`src/rtl/seq_shift_ctrl_if.sv`:
```
// Request/result bundle for the multi-cycle shift sequencer.
// The master issues start with operands; the slave returns busy, done and the result.
interface seq_shift_ctrl_if #(
  parameter int WIDTH = 16,
  parameter int AMT_W = 4
);
  logic             start;
  logic [2:0]       op;
  logic [AMT_W-1:0] amt;
  logic [WIDTH-1:0] dataIn;
  logic             busy;
  logic             done;
  logic [WIDTH-1:0] out;

  modport master (output start, op, amt, dataIn, input busy, done, out);
  modport slave  (input start, op, amt, dataIn, output busy, done, out);
endinterface

```
`src/rtl/seq_shift_ctrl.sv`:
```
// Multi-cycle shift sequencer: applies the requested shift 2 bits per cycle,
// with a final 1-bit step for odd amounts, then publishes the result with a done pulse.
//
//   state | meaning
//   IDLE  | waiting for start
//   SHIFT | stepping the working register, busy high
//   DONE  | one-cycle done pulse, a new start is accepted here too
module seq_shift_ctrl #(
  parameter int WIDTH = 16,
  parameter int AMT_W = 4
) (
  input  logic           clk,
  input  logic           rst,
  seq_shift_ctrl_if.slave bus
);

  typedef enum logic [1:0] {IDLE, SHIFT, DONE} state_t;

  state_t           state_q;
  logic [WIDTH-1:0] work_q, work_d;
  logic [WIDTH-1:0] out_q;
  logic [2:0]       op_q;
  logic [AMT_W-1:0] cnt_q, cnt_d;
  logic             busy_q, done_q;
  logic             step_two;

  function automatic logic [WIDTH-1:0] shift_step(input logic [WIDTH-1:0] w,
                                                  input logic [2:0]       o,
                                                  input logic             two);
    logic [WIDTH-1:0] r;
    r = w;
    if (o[2]) begin
      r = two ? {w[1:0], w[WIDTH-1:2]} : {w[0], w[WIDTH-1:1]};
    end else begin
      case (o[1:0])
        2'd0:    r = two ? {w[WIDTH-3:0], w[WIDTH-1:WIDTH-2]} : {w[WIDTH-2:0], w[WIDTH-1]};
        2'd1:    r = two ? {w[WIDTH-3:0], 2'b00} : {w[WIDTH-2:0], 1'b0};
        2'd2:    r = two ? {{2{w[WIDTH-1]}}, w[WIDTH-1:2]} : {w[WIDTH-1], w[WIDTH-1:1]};
        default: r = two ? {2'b00, w[WIDTH-1:2]} : {1'b0, w[WIDTH-1:1]};
      endcase
    end
    return r;
  endfunction

  // A 1-bit step only happens when a single bit remains, so cnt never underflows.
  always_comb begin
    step_two = (cnt_q > AMT_W'(1));
    cnt_d    = step_two ? (cnt_q - AMT_W'(2)) : (cnt_q - AMT_W'(1));
    work_d   = shift_step(work_q, op_q, step_two);
  end

  always_ff @(posedge clk or posedge rst) begin
    if (rst) begin
      state_q <= IDLE;
      work_q  <= '0;
      out_q   <= '0;
      op_q    <= '0;
      cnt_q   <= '0;
      busy_q  <= 1'b0;
      done_q  <= 1'b0;
    end else begin
      case (state_q)
        IDLE, DONE: begin
          done_q <= 1'b0;
          busy_q <= 1'b0;
          if (bus.start) begin
            work_q <= bus.dataIn;
            op_q   <= bus.op;
            cnt_q  <= bus.amt;
            if (bus.amt == '0) begin
              out_q   <= bus.dataIn;
              done_q  <= 1'b1;
              state_q <= DONE;
            end else begin
              busy_q  <= 1'b1;
              state_q <= SHIFT;
            end
          end else begin
            state_q <= IDLE;
          end
        end
        SHIFT: begin
          work_q <= work_d;
          cnt_q  <= cnt_d;
          if (cnt_d == '0) begin
            out_q   <= work_d;
            done_q  <= 1'b1;
            busy_q  <= 1'b0;
            state_q <= DONE;
          end
        end
        default: begin
          busy_q  <= 1'b0;
          done_q  <= 1'b0;
          state_q <= IDLE;
        end
      endcase
    end
  end

  assign bus.busy = busy_q;
  assign bus.done = done_q;
  assign bus.out  = out_q;

endmodule
```
`src/flat_wrapper.sv`:
```
// flat-port wrapper written by rule: the top's interface ports become plain ports
module seq_shift_ctrl_flat 
#(
  parameter int WIDTH = 16,
  parameter int AMT_W = 4
)
  (clk, rst, bus_start, bus_op, bus_amt, bus_dataIn, bus_busy, bus_done, bus_out);
  seq_shift_ctrl_if #(.WIDTH(WIDTH), .AMT_W(AMT_W)) bus_i ();
  input  logic clk;
  input  logic rst;
  input wire logic [$bits(bus_i.start)-1:0] bus_start;
  input wire logic [$bits(bus_i.op)-1:0] bus_op;
  input wire logic [$bits(bus_i.amt)-1:0] bus_amt;
  input wire logic [$bits(bus_i.dataIn)-1:0] bus_dataIn;
  output wire logic [$bits(bus_i.busy)-1:0] bus_busy;
  output wire logic [$bits(bus_i.done)-1:0] bus_done;
  output wire logic [$bits(bus_i.out)-1:0] bus_out;
  assign bus_i.start = bus_start;
  assign bus_i.op = bus_op;
  assign bus_i.amt = bus_amt;
  assign bus_i.dataIn = bus_dataIn;
  assign bus_busy = bus_i.busy;
  assign bus_done = bus_i.done;
  assign bus_out = bus_i.out;
  seq_shift_ctrl #(.WIDTH(WIDTH), .AMT_W(AMT_W)) u_core (.clk(clk), .rst(rst), .bus(bus_i));
endmodule
```
`config.mk`:
```
export PLATFORM = sky130hd
export DESIGN_NAME = seq_shift_ctrl_flat
export DESIGN_NICKNAME = d
export VERILOG_FILES = /design/src/rtl/seq_shift_ctrl_if.sv /design/src/rtl/seq_shift_ctrl.sv /design/src/flat_wrapper.sv
export SDC_FILE = /design/constraint.sdc
export NUM_CORES = 1
export LEC_CHECK = 0
export ABC_AREA = 1
export CAP_MARGIN = 20
export CORE_ASPECT_RATIO = 0.6
export CORE_MARGIN = 2
export CORE_UTILIZATION = 53
export DETAILED_ROUTE_END_ITERATION = 16
export PLACE_DENSITY = 0.89
export SKIP_LAST_GASP = 1
export SYNTH_ARGS = -nofsm -noshare
export SYNTH_HDL_FRONTEND = slang
export SYNTH_SLANG_ARGS = --single-unit
```
`constraint.sdc`:
```
create_clock -name clk -period 2.3 [get_ports clk]
set_clock_uncertainty 0.2 [all_clocks]
set_input_delay 0.46 -clock clk [delete_from_list [all_inputs] [get_ports clk]]
set_output_delay 0.46 -clock clk [all_outputs]
set_load 0.01 [all_outputs]
```
Word level (Yosys, flattened, before mapping)
Index checks and enable logic that the tools add are counted.

word-level totals
  output and inout bits = 18
  flip-flop bits (word level) = 43
  word-level logic and storage cells = 54

cells by class
  add/sub/neg operators = 2
  magnitude comparators = 1
  muxes and demuxes = 28
  reduce and logical (&&, ||, !) cells = 9
  eq/ne operators = 7

operators by type and width
  kind                   number
  $mux W16               8
  $pmux W16 S2           2
  $pmux W16 S3           1
  $mux W15               1
  $mux W14               1
  $logic_not A4 Y1       2
  $mux W4                2
  $pmux W4 S2            1
  $mux W1                6
  $mux W2                3
  $eq A2 B1 Y1 const B   2
  $eq A2 B2 Y1 const B   2
  $gt A4 B1 Y1 const B   1
  $logic_not A2 Y1       2
  $ne A2 B1 Y1 const B   2
  $pmux W1 S2            2
  $pmux W2 S2            1
  $reduce_and A2 Y1      2
  $reduce_and A4 Y1      1
  $sub A4 B1 Y4 const B  1
  $sub A4 B2 Y4 const B  1
  $ne A2 B2 Y1 const B   1
  $reduce_bool A2 Y1     1
  $reduce_or A2 Y1       1

Longest topological paths before layout
  depth after elaboration = 6
  depth in mapped cells = 13

Least setup slack after synthesis
OpenSTA, ideal clock, no wires.

  path type = register -> register
  start point = register u_core.cnt_q[0]
  end point = register u_core.out_q[10], in the netlist u_core.bus.out[10]
  cell stages (with the launch flop) = 14
  required time = 1974 ps
  path slack = 378 ps
  clock period less this slack = 1922 ps
  setup time = 126 ps
  path buffers = 1
  arrival = 1596 ps
  cell sequence = dfrtp_1 -> inv_1 -> ha_1 -> inv_1 -> nand2_4 -> nand2_2 -> nand2_1 -> nand2_1 -> nand3_2 -> nand2_2 -> nand3_4 -> buf_6 -> nand2_1 -> o21ai_2

between the ends
  word-level cells in the longest chain between the ends = 6
  elaborated cells between the ends (all ways) = 16

RTL lines
  item                              RTL line              text
  from (decl)                       seq_shift_ctrl.sv:23  logic [AMT_W-1:0] cnt_q, cnt_d;
  from (signal assigned)            seq_shift_ctrl.sv:69  cnt_q <= bus.amt;
  from (signal assigned)            seq_shift_ctrl.sv:84  cnt_q <= cnt_d;
  $gt A4 B1 Y1                      seq_shift_ctrl.sv:47  step_two = (cnt_q > AMT_W'(1));
  $mux W15 (tied with other cells)  seq_shift_ctrl.sv:39  default: r = two ? {2'b00, w[WIDTH-1:2]} : {1'b0, w[WIDTH-1:1]};
  $pmux W16 S3                      seq_shift_ctrl.sv:35  case (o[1:0])
  $mux W16                          seq_shift_ctrl.sv:32  if (o[2]) begin
  $mux W16                          seq_shift_ctrl.sv:85  if (cnt_d == '0) begin
  $pmux W16 S2                      seq_shift_ctrl.sv:62  case (state_q)
  to (signal assigned)              seq_shift_ctrl.sv:71  out_q <= bus.dataIn;
  to (signal assigned)              seq_shift_ctrl.sv:86  out_q <= work_d;
  to (decl)                         seq_shift_ctrl.sv:21  logic [WIDTH-1:0] out_q;

Parallel ways exist; a longest one is shown, timed or not. The select of a mux whose other input is x is not followed.
A chain may end at the register's enable or synchronous reset.

Worst setup path in the final report
  start point = register u_core.cnt_q[1]
  end point = register u_core.out_q[7], in the netlist u_core.bus.out[7]

The elaborated chain is that of the path after synthesis.

==> flow_summary.json <==
{
  "status": "completed",
  "yosys.area_share.xor_xnor_pct": 0,
  "routed_via_density": 5.683,
  "grt_overflow_total": 0,
  "grt_antenna_before_repair": 0,
  "hold_viol_final": 0,
  "level_count_of_the_clock_h_tree": 2,
  "worst-slew-pin-transition_ps": 545.8,
  "critPathKind": "reg2reg",
  "ios": 44,
  "dp_slack_ps": 130.0,
  "syn-num-nets": 388,
  "insertedDiodeCount": 0,
  "final_min_period_over_clock_period_pct": 94.27,
  "tritoncts.num_buffers": 5,
  "synth.ff_latch_count": 42,
  "worst_skew_pair.late_latency_ps": 300,
  "post_synth_fa_ha_maj_area_fraction_pct": 1.924,
  "tritoncts_clock_tree": "done",
  "clk_pin_slew_ps": 80,
  "first_pass_iteration_count_of_the_detailed_router": 5,
  "synth_seq_area_share_pct": 40.40,
  "cts.root.buffer_cell": "clkbuf_8",
  "gp_congestion": 0.8989,
  "grt_max_degree": 43,
  "layout.nets": 433,
  "ff2ff_setup_slack_ps": 130,
  "synthesis.area_per_instance_sq_um": 7.266,
  "fp.coreArea_sq_um": 4636,
  "total_leakage_power_nw": 1.586,
  "post_synth_num_cell_types": 30,
  "post-route-min-period_ps": 2168,
  "holdWs_ps": 285.5,
  "clk_sinks": 42,
  "detail_route.drc_violations": 0,
  "pwr_density_cell_nw_per_um2": 1680,
  "core.rowCount": 19,
  "synthCells": 358,
  "grt_use_total_pct": 25.18,
  "postPlaceCellArea_sq_um": 3087,
  "worstPathMaxFanout": 12,
  "global_route_wire_length_before_repair_microns": 10810,
  "area_delta_synth_final_pct": 23.42,
  "setup-violations-final": 0,
  "ys_warn_count": 0,
  "routed_wire_length_per_instance_microns": 14.43,
  "end_kind": "flop",
  "postLayoutCellArea_sq_um": 3211,
  "route.final.wire_length_microns": 6738,
  "clock_path_buffers": 2,
  "dominant_combinational_cell_family_by_area_after_synthesis": "simple AND/OR/NAND/NOR gates",
  "synth_compound_area_share_pct": 11.54,
  "first_global_vias": 2284,
  "postLayoutSetupSlackWorst_ps": 131.8,
  "critical_path_required_ps": 2290,
  "num-fill-cells": 381,
  "totalNegativeSetupSlack_ps": 0,
  "achievable-frequency_mhz": 461.2,
  "drive_gt1_share_pct": 9.901,
  "crit_path_arrival_time_ps": 2160,
  "ir_drop_v": 0.0009766,
  "postCtsSetupRepairBufs": 0,
  "syn_area_sq_um": 2601,
  "dp.final_hpwl_microns": 4569,
  "post_synth_mux_area_share_pct": 0,
  "initialDrtViolationCount": 291,
  "slew-limit-headroom_pct": 63.61,
  "initial_core_util_pct": 56.11,
  "max_cap_viol_count": 0,
  "critPathLaunchType": "flop",
  "io_buffers": 43,
  "synth-simple-area-share_pct": 36.65,
  "worst_hold_check_path_type": "reg2reg",
  "die_area_sq_um": 5503,
  "die_h_microns": 58.27,
  "final-max-slew-violation-count": 0,
  "drt.antenna.violating_nets": 0,
  "detailroute.via_count": 2654,
  "die_w_microns": 94.45
}
==> metal layers <==
| metal | track usage [%] | vias up | part of all wire, % |
|---|---|---|---|
| met5 | 0 | - | 0 |
| met1 | 37.98 | 1225 | 45 |
| met4 | 7.453 | 0 | 2.4 |
| li1 | - | 1260 | - |
| met2 | 37.14 | 149 | 43 |
| met3 | 4.681 | 20 | 9.8 |
==> worst max-delay path, cell delays in order, from the launching register on <==
cell and delay [ps]:
dfrtp_1 380, inv_1 160, ha_1 200, inv_1 70, nand2_4 100, nand2_2 100
o21ai_0 90, nand2_1 110, nand2_1 230, nand3_4 240, nand2_1 120, nand2_1 60
==> cell usage in the layout (no fill, tap or decap), drive strengths merged <==
cell and count:
a22oi 1, nor2 18, nand2 120, nand4 3
o22ai 2, ha 4, or2 3, o221ai 1
nor3 1, a21oi 9, nand3 68, inv 34
o211ai 1, clkdlybuf4s50 43, clkbuf 7, dfrtp 42
o21ai 33, bufinv 1, buf 11, a31oi 2
==> synthesized netlist by cell type <==
master | number | share of area [%]
nor2_4 | 2 | 0.87
a31oi_1 | 2 | 0.48
nand2_4 | 1 | 0.43
o211ai_1 | 1 | 0.29
o21ai_1 | 1 | 0.19
buf_2 | 5 | 0.96
dfrtp_1 | 42 | 40
buf_6 | 4 | 1.7
ha_1 | 4 | 1.9
o21ai_2 | 8 | 2.7
inv_2 | 2 | 0.29
nor2_1 | 16 | 2.3
o22ai_1 | 2 | 0.48
nand2_1 | 117 | 17
inv_1 | 32 | 4.6
nor3_1 | 1 | 0.19
nand2_2 | 2 | 0.48
buf_4 | 5 | 1.4
a21oi_1 | 9 | 1.7
clkbuf_1 | 2 | 0.29
nand3_1 | 64 | 12
o221ai_1 | 1 | 0.34
o21ai_0 | 23 | 4.4
nand4_1 | 3 | 0.72
a22oi_1 | 1 | 0.29
nand3_2 | 1 | 0.38
buf_1 | 1 | 0.14
o21ai_4 | 1 | 0.63
or2_2 | 3 | 0.72
nand3_4 | 2 | 1.3
==> repair_timing <==
action	in CTS	in global routing
gates resized for setup	0	1
hold buffers	0	0
endpoints found under the setup margin	0	13
==> power by group <==
part	internal, W	switching, W
logic	0.00126	0.00216
clock network	0.000325	0.000256
registers	0.00112	0.000264
total	0.00271	0.00268
==> layout make-up <==
type	count	area [sq um]	share of cell area [%]
sequential	42	1051	32.74
inverter	34	127.6	3.975
tap	63	78.83	2.455
clock buffer	7	76.32	2.377
timing repair buffer	54	525.5	16.37
clock inverter	1	30.03	0.9353
multi-input combinational	266	1321	41.15
==> path summary, 6_finish.rpt <==
kind / start / endpoint / cells after the start
min reg2reg: u_core.bus.busy / u_core.bus.busy / 2
max reg2reg: u_core.cnt_q[1] / u_core.bus.out[7] / 11
max: u_core.cnt_q[1] / u_core.bus.out[7] / 11
min in group asynchronous: rst / u_core.bus.out[13] / 3
min: u_core.bus.busy / u_core.bus.busy / 2
max in group asynchronous: rst / u_core.op_q[0] / 3
==> state kept, by name, indices dropped and copies added (netlist names) <==
register,count
u_core.bus.out,16
u_core.op_q,3
u_core.state_q,2
u_core.cnt_q,4
u_core.bus.busy,1
u_core.work_q,16
==> cells by family (layout without fill, tap and decap cells) <==
family	count (synthesis)	count (layout)
AND/OR/NAND/NOR	212	213
flip-flops	42	42
buffers and inverters	51	96
AO/OA/AOI/OAI	49	49
adder cells (fa/ha/maj)	4	4
==> through the flow <==
step / utilization [%] / power [W] / instances
floorplan: - / 0.003773 / 358
detailed placement: 66.59 / 0.004651 / 458
global placement: 66.59 / 0.004535 / 458
finish: 69.26 / 0.005395 / 467
CTS: 68.88 / 0.005255 / 466
global route: 69.26 / 0.005830 / 467
No activity file was read; power rests on OpenSTA's default activity.
